==> config.mk <==
export PLATFORM = sky130hd
export DESIGN_NAME = mips_cpu_regfile_param
export DESIGN_NICKNAME = d
export VERILOG_FILES = /design/src/rtl/mips_cpu_regfile_param.sv
export SDC_FILE = /design/constraint.sdc
export NUM_CORES = 2
export LEC_CHECK = 0
export BUFFER_PORTS_ARGS = -buffer_cell sky130_fd_sc_hd__clkbuf_2
export CELL_PAD_IN_SITES_DETAIL_PLACEMENT = 1
export CELL_PAD_IN_SITES_GLOBAL_PLACEMENT = 1
export CORE_MARGIN = 2
export CORE_UTILIZATION = 41
export DETAILED_ROUTE_END_ITERATION = 10
export GPL_TIMING_DRIVEN = 1
export PLACE_DENSITY_LB_ADDON = 0.1
export SKIP_CTS_REPAIR_TIMING = 1
export SLEW_MARGIN = 15
export SYNTH_ARGS = -nofsm -noshare
export SYNTH_HDL_FRONTEND = slang
export SYNTH_SLANG_ARGS = --single-unit
==> constraint.sdc <==
create_clock -name clk -period 3.4 [get_ports clk]
set_input_delay 0.68 -clock clk [delete_from_list [all_inputs] [get_ports clk]]
set_output_delay 0.68 -clock clk [all_outputs]
set_load 0.01 [all_outputs]
==> src/rtl/mips_cpu_regfile_param.sv <==
// Parametrised MIPS32 register file: byte-lane writes, N registered read ports,
// optional write-to-read bypass, per-port hold and a registered debug tap.
module mips_cpu_regfile_param #(
  parameter int unsigned DATA_WIDTH = 32,
  parameter int unsigned ADDR_WIDTH = 5,
  parameter int unsigned NUM_READ   = 2,
  parameter int unsigned ZERO_REG   = 1,
  parameter int unsigned BYPASS     = 1,
  parameter int unsigned DEBUG_ADDR = 2
) (
  input  logic                             clk,
  input  logic                             reset,
  input  logic                             write,
  input  logic [ADDR_WIDTH-1:0]            wrAddr,
  input  logic [DATA_WIDTH-1:0]            wrData,
  input  logic [DATA_WIDTH/8-1:0]          wrByteEn,
  input  logic [NUM_READ-1:0]              rdEn,
  input  logic [NUM_READ*ADDR_WIDTH-1:0]   rdAddr,
  output logic [NUM_READ*DATA_WIDTH-1:0]   rdData,
  output logic [DATA_WIDTH-1:0]            register_dbg
);

  localparam int unsigned DEPTH = 2 ** ADDR_WIDTH;
  localparam int unsigned LANES = DATA_WIDTH / 8;
  localparam logic [ADDR_WIDTH-1:0] DBG_A = ADDR_WIDTH'(DEBUG_ADDR);

  if ((DATA_WIDTH % 8) != 0) begin : g_bad_width
    $error("mips_cpu_regfile_param: DATA_WIDTH must be a multiple of 8");
  end
  if ((NUM_READ < 1) || (NUM_READ > 4)) begin : g_bad_ports
    $error("mips_cpu_regfile_param: NUM_READ must be in 1..4");
  end

  logic [DATA_WIDTH-1:0] regs [DEPTH];
  logic [DATA_WIDTH-1:0] wr_merged;
  logic                  wr_live;
  logic [ADDR_WIDTH-1:0] rd_addr [NUM_READ];
  logic [DATA_WIDTH-1:0] rd_next [NUM_READ];
  logic [DATA_WIDTH-1:0] dbg_next;

  // wr_merged is the post-write contents of wrAddr; it feeds both storage and bypass
  always_comb begin
    wr_merged = regs[wrAddr];
    for (int unsigned b = 0; b < LANES; b++) begin
      if (wrByteEn[b]) wr_merged[b*8 +: 8] = wrData[b*8 +: 8];
    end
    wr_live = write && !((ZERO_REG != 0) && (wrAddr == '0));
  end

  always_comb begin
    for (int unsigned p = 0; p < NUM_READ; p++) begin
      rd_addr[p] = rdAddr[p*ADDR_WIDTH +: ADDR_WIDTH];
      rd_next[p] = regs[rd_addr[p]];
      if ((ZERO_REG != 0) && (rd_addr[p] == '0))
        rd_next[p] = '0;
      else if ((BYPASS != 0) && wr_live && (rd_addr[p] == wrAddr))
        rd_next[p] = wr_merged;
    end
    dbg_next = regs[DBG_A];
    if ((ZERO_REG != 0) && (DBG_A == '0))
      dbg_next = '0;
    else if ((BYPASS != 0) && wr_live && (DBG_A == wrAddr))
      dbg_next = wr_merged;
  end

  always_ff @(posedge clk) begin
    if (reset) begin
      for (int unsigned i = 0; i < DEPTH; i++) regs[i] <= '0;
    end else if (wr_live) begin
      regs[wrAddr] <= wr_merged;
    end
  end

  always_ff @(posedge clk) begin
    if (reset) begin
      rdData       <= '0;
      register_dbg <= '0;
    end else begin
      for (int unsigned p = 0; p < NUM_READ; p++) begin
        if (rdEn[p]) rdData[p*DATA_WIDTH +: DATA_WIDTH] <= rd_next[p];
      end
      register_dbg <= dbg_next;
    end
  end

endmodule

==> summary.txt <==
Outcome - complete, no violations
DRC Markers - 0
Final Setup Violations - 0
Chip Height - 396.8 µm
Commonest non-fill, non-tap cells in the layout - 1111 x nor2_1, 1024 x edfxtp_1, 620 x mux4_2, 343 x buf_4, 287 x mux2i_1
Cell internal pwr - 26.45 mW
Initial antenna violation count - 22
Async SR Flop Fraction - 0
Die area - 157500 µm²
Setup TNS - 0 ns
Root Driver - clkbuf_16
Setup crit start - wrAddr[2]
Syn Area/Cell - 13.37 µm²
Pwr Total - 36.93 mW
Final Wtd Congestion - 0.9857
F_max - 0.3359 GHz
Fin. max-slew vios - 0
Clk pwr share - 0.397
Post-synthesis sequential area ratio - 0.5164
Relative slew slack - 0.1234
FF+latch count, synth - 1120
Final Critical Period - 2.977 ns
Die width - 396.8 µm
Hpwl dp - 228900 µm
Starting density of the core - 0.4117
Crit. End Element - flip-flop
Top cell type's share of synthesized area - 0.4860
Via count - 52950
Final period util - 0.8757
Synth Flop Type - edfxtp_1
Synth area leader - edfxtp_1
Worst EP arrival - 3.68 ns
Critical R2R Launch - regs[29][15]
Grt ovf - 0
Mapped Cells - 4732
Worst r2r dst - rdData[15]
Clock-pin slew of the registers on the worst-case setup and hold paths - 0.06 ns
Pwr dens - 489.4 nW/µm²
Final WL - 340500 µm
Layout cells sized above 1 - 0.3168
Post-Place Setup Slack - -0.05391 ns
I/O Pins - 152
CTS tree - done
Drt wl/cell - 47.11 µm
Pin count of the biggest net entering global routing - 89
Net Switching - 10.47 mW
Hold path depth - 1
GRT Resource Usage Total - 0.4271
First-pass DRT Iterations - 5
Net Sw Frac - 0.2837
Nets - 5119
CTS Buffer Depth - 3
Crit start category - input port
CP Class - in2reg
Max-cap violations - 0
Synth cell types - 78
Clock skew - 0.04107 ns
Mapped Area - 63270 µm²
H-Tree Level Count - 4
Peak supply drop - 0.5265 mV
Layout overhead on the synthesized area - 19.26%
TritonCTS buffer count - 135
First-pass GRT wire length - 452500 µm
Worst-Margin Slew - 1.312 ns
RSZ-0062 raised after global routing - no
DR vias/cell - 7.325
Num rows - 144
Combinational share of power - 0.165
Commonest non-fill, non-tap cell in the layout - nor2_1
Number of global-route vias before repair - 52040
Worst setup path endpoint - rdData[46]
Clk_lat worst skew - 0.80 ns
Min-Delay Path Class - in2reg
Core Box Area - 153700 µm²
Post-synth EDFFs - 1024
R2R depth - 9
Flop pwr share - 0.438
I/O Buffers - 151
Initial DRC Count - 9052
Leak - 27.47 nW
# clock sinks - 1120
Synth Warn # - 0
Hold Vio Cnt, Final - 0
R2R setup slack - 0.80 ns
Worst Slack Setup Final - 0.4225 ns
Worst Path Max Fanout - 13
Final ANT Viol Nets - 0
Area contributors post-synth - edfxtp_1 49%, mux4_2 22%, nor2_1 6.6%
Data required time of the worst path - 4.11 ns
## layout make-up
cell class | instances | area (µm²)
multi-input combinational | 3107 | 28570
inverter | 19 | 71.32
tap | 2044 | 2557
timing repair buffer | 680 | 7172
clock inverter | 72 | 673.1
sequential | 1120 | 32670
clock buffer | 175 | 3705
antenna | 12 | 30.03
fill | 15220 | 78240
## sequential cells by signal, summed over array words and instances, names as in the netlist
name / count
rdData: 64
regs: 1024
register_dbg: 32
## metal layers
layer  up-vias  part of all wire  routed length, µm  GRT usage
li1      19230                 -                  -          -
met1     27800              0.36             123300     0.5569
met2      4735              0.43             145300     0.6170
met3      1160              0.13              44880     0.1274
met4        20             0.079              27020     0.2819
met5         -           0.00030                102          0
## cell usage after synthesis (all sizes together), types with 18 or more instances
| cell | n |
|---|---|
| buf | 285 |
| dfxtp | 96 |
| mux4 | 620 |
| o21ai | 103 |
| edfxtp | 1024 |
| mux2i | 287 |
| nand2 | 154 |
| a21o | 18 |
| o22ai | 268 |
| a32o | 19 |
| clkbuf | 232 |
| a22oi | 118 |
| a22o | 64 |
| and2 | 34 |
| nor2 | 1119 |
## critical path, stage by stage
cell and delay [ns]:
clkbuf_2 0.33, xnor2_1 0.45, and4_1 0.30, a21oi_2 0.09, nor2_4 1.00, o32ai_1 0.42
buf_4 0.24, o21ai_0 0.14
## stage by stage
stage	hold slack, ns	instances	cell area (µm²)	util
finish	0.3170	7229	75450	0.4909
global route	0.2920	7217	75420	0.4907
CTS	0.2776	7217	75420	0.4907
detailed placement	0.4439	6970	71040	0.4622
global placement	0.4366	6970	71040	0.4622
floorplan	0.4696	4763	63440	-
## how the worst min path moves through the flow
stage / end / start / slack, ns
2_1_floorplan: rdData[19] / rdData[19] / 0.47
3_3_place_gp: rdData[30] / rdData[30] / 0.44
3_5_place_dp: rdData[28] / rdData[28] / 0.44
4_1_cts: regs[0][16] / reset / 0.28
5_1_grt: regs[0][16] / reset / 0.29
6_report: regs[0][9] / reset / 0.32
## power groups by stage
| stage | clock, mW | combinational (mW) | sequential, mW |
|---|---|---|---|
| 3_5_place_dp | 0 | 5.88 | 16.4 |
| 6_report | 14.7 | 6.08 | 16.2 |
| 4_1_cts | 14.7 | 5.90 | 16.1 |
| 2_1_floorplan | 0 | 3.06 | 16.2 |
| 5_1_grt | 15.2 | 6.14 | 16.2 |
| 3_3_place_gp | 0 | 5.86 | 16.4 |
## kinds of logic (layout without fill, tap and decap cells)
family                    Yosys count  in the layout  share of synthesized area
xor gates and xnor gates           10             10                   0.001384
buffers and inverters             536            946                    0.04044
AOI/OAI and AO/OA                 701            701                    0.07950
muxes                             917            917                     0.2679
and+or+nand+nor                  1447           1447                    0.09430
DFF                              1120           1120                     0.5164
other                               1             44                 0.00005927
Power figures use the tool's default switching activity.
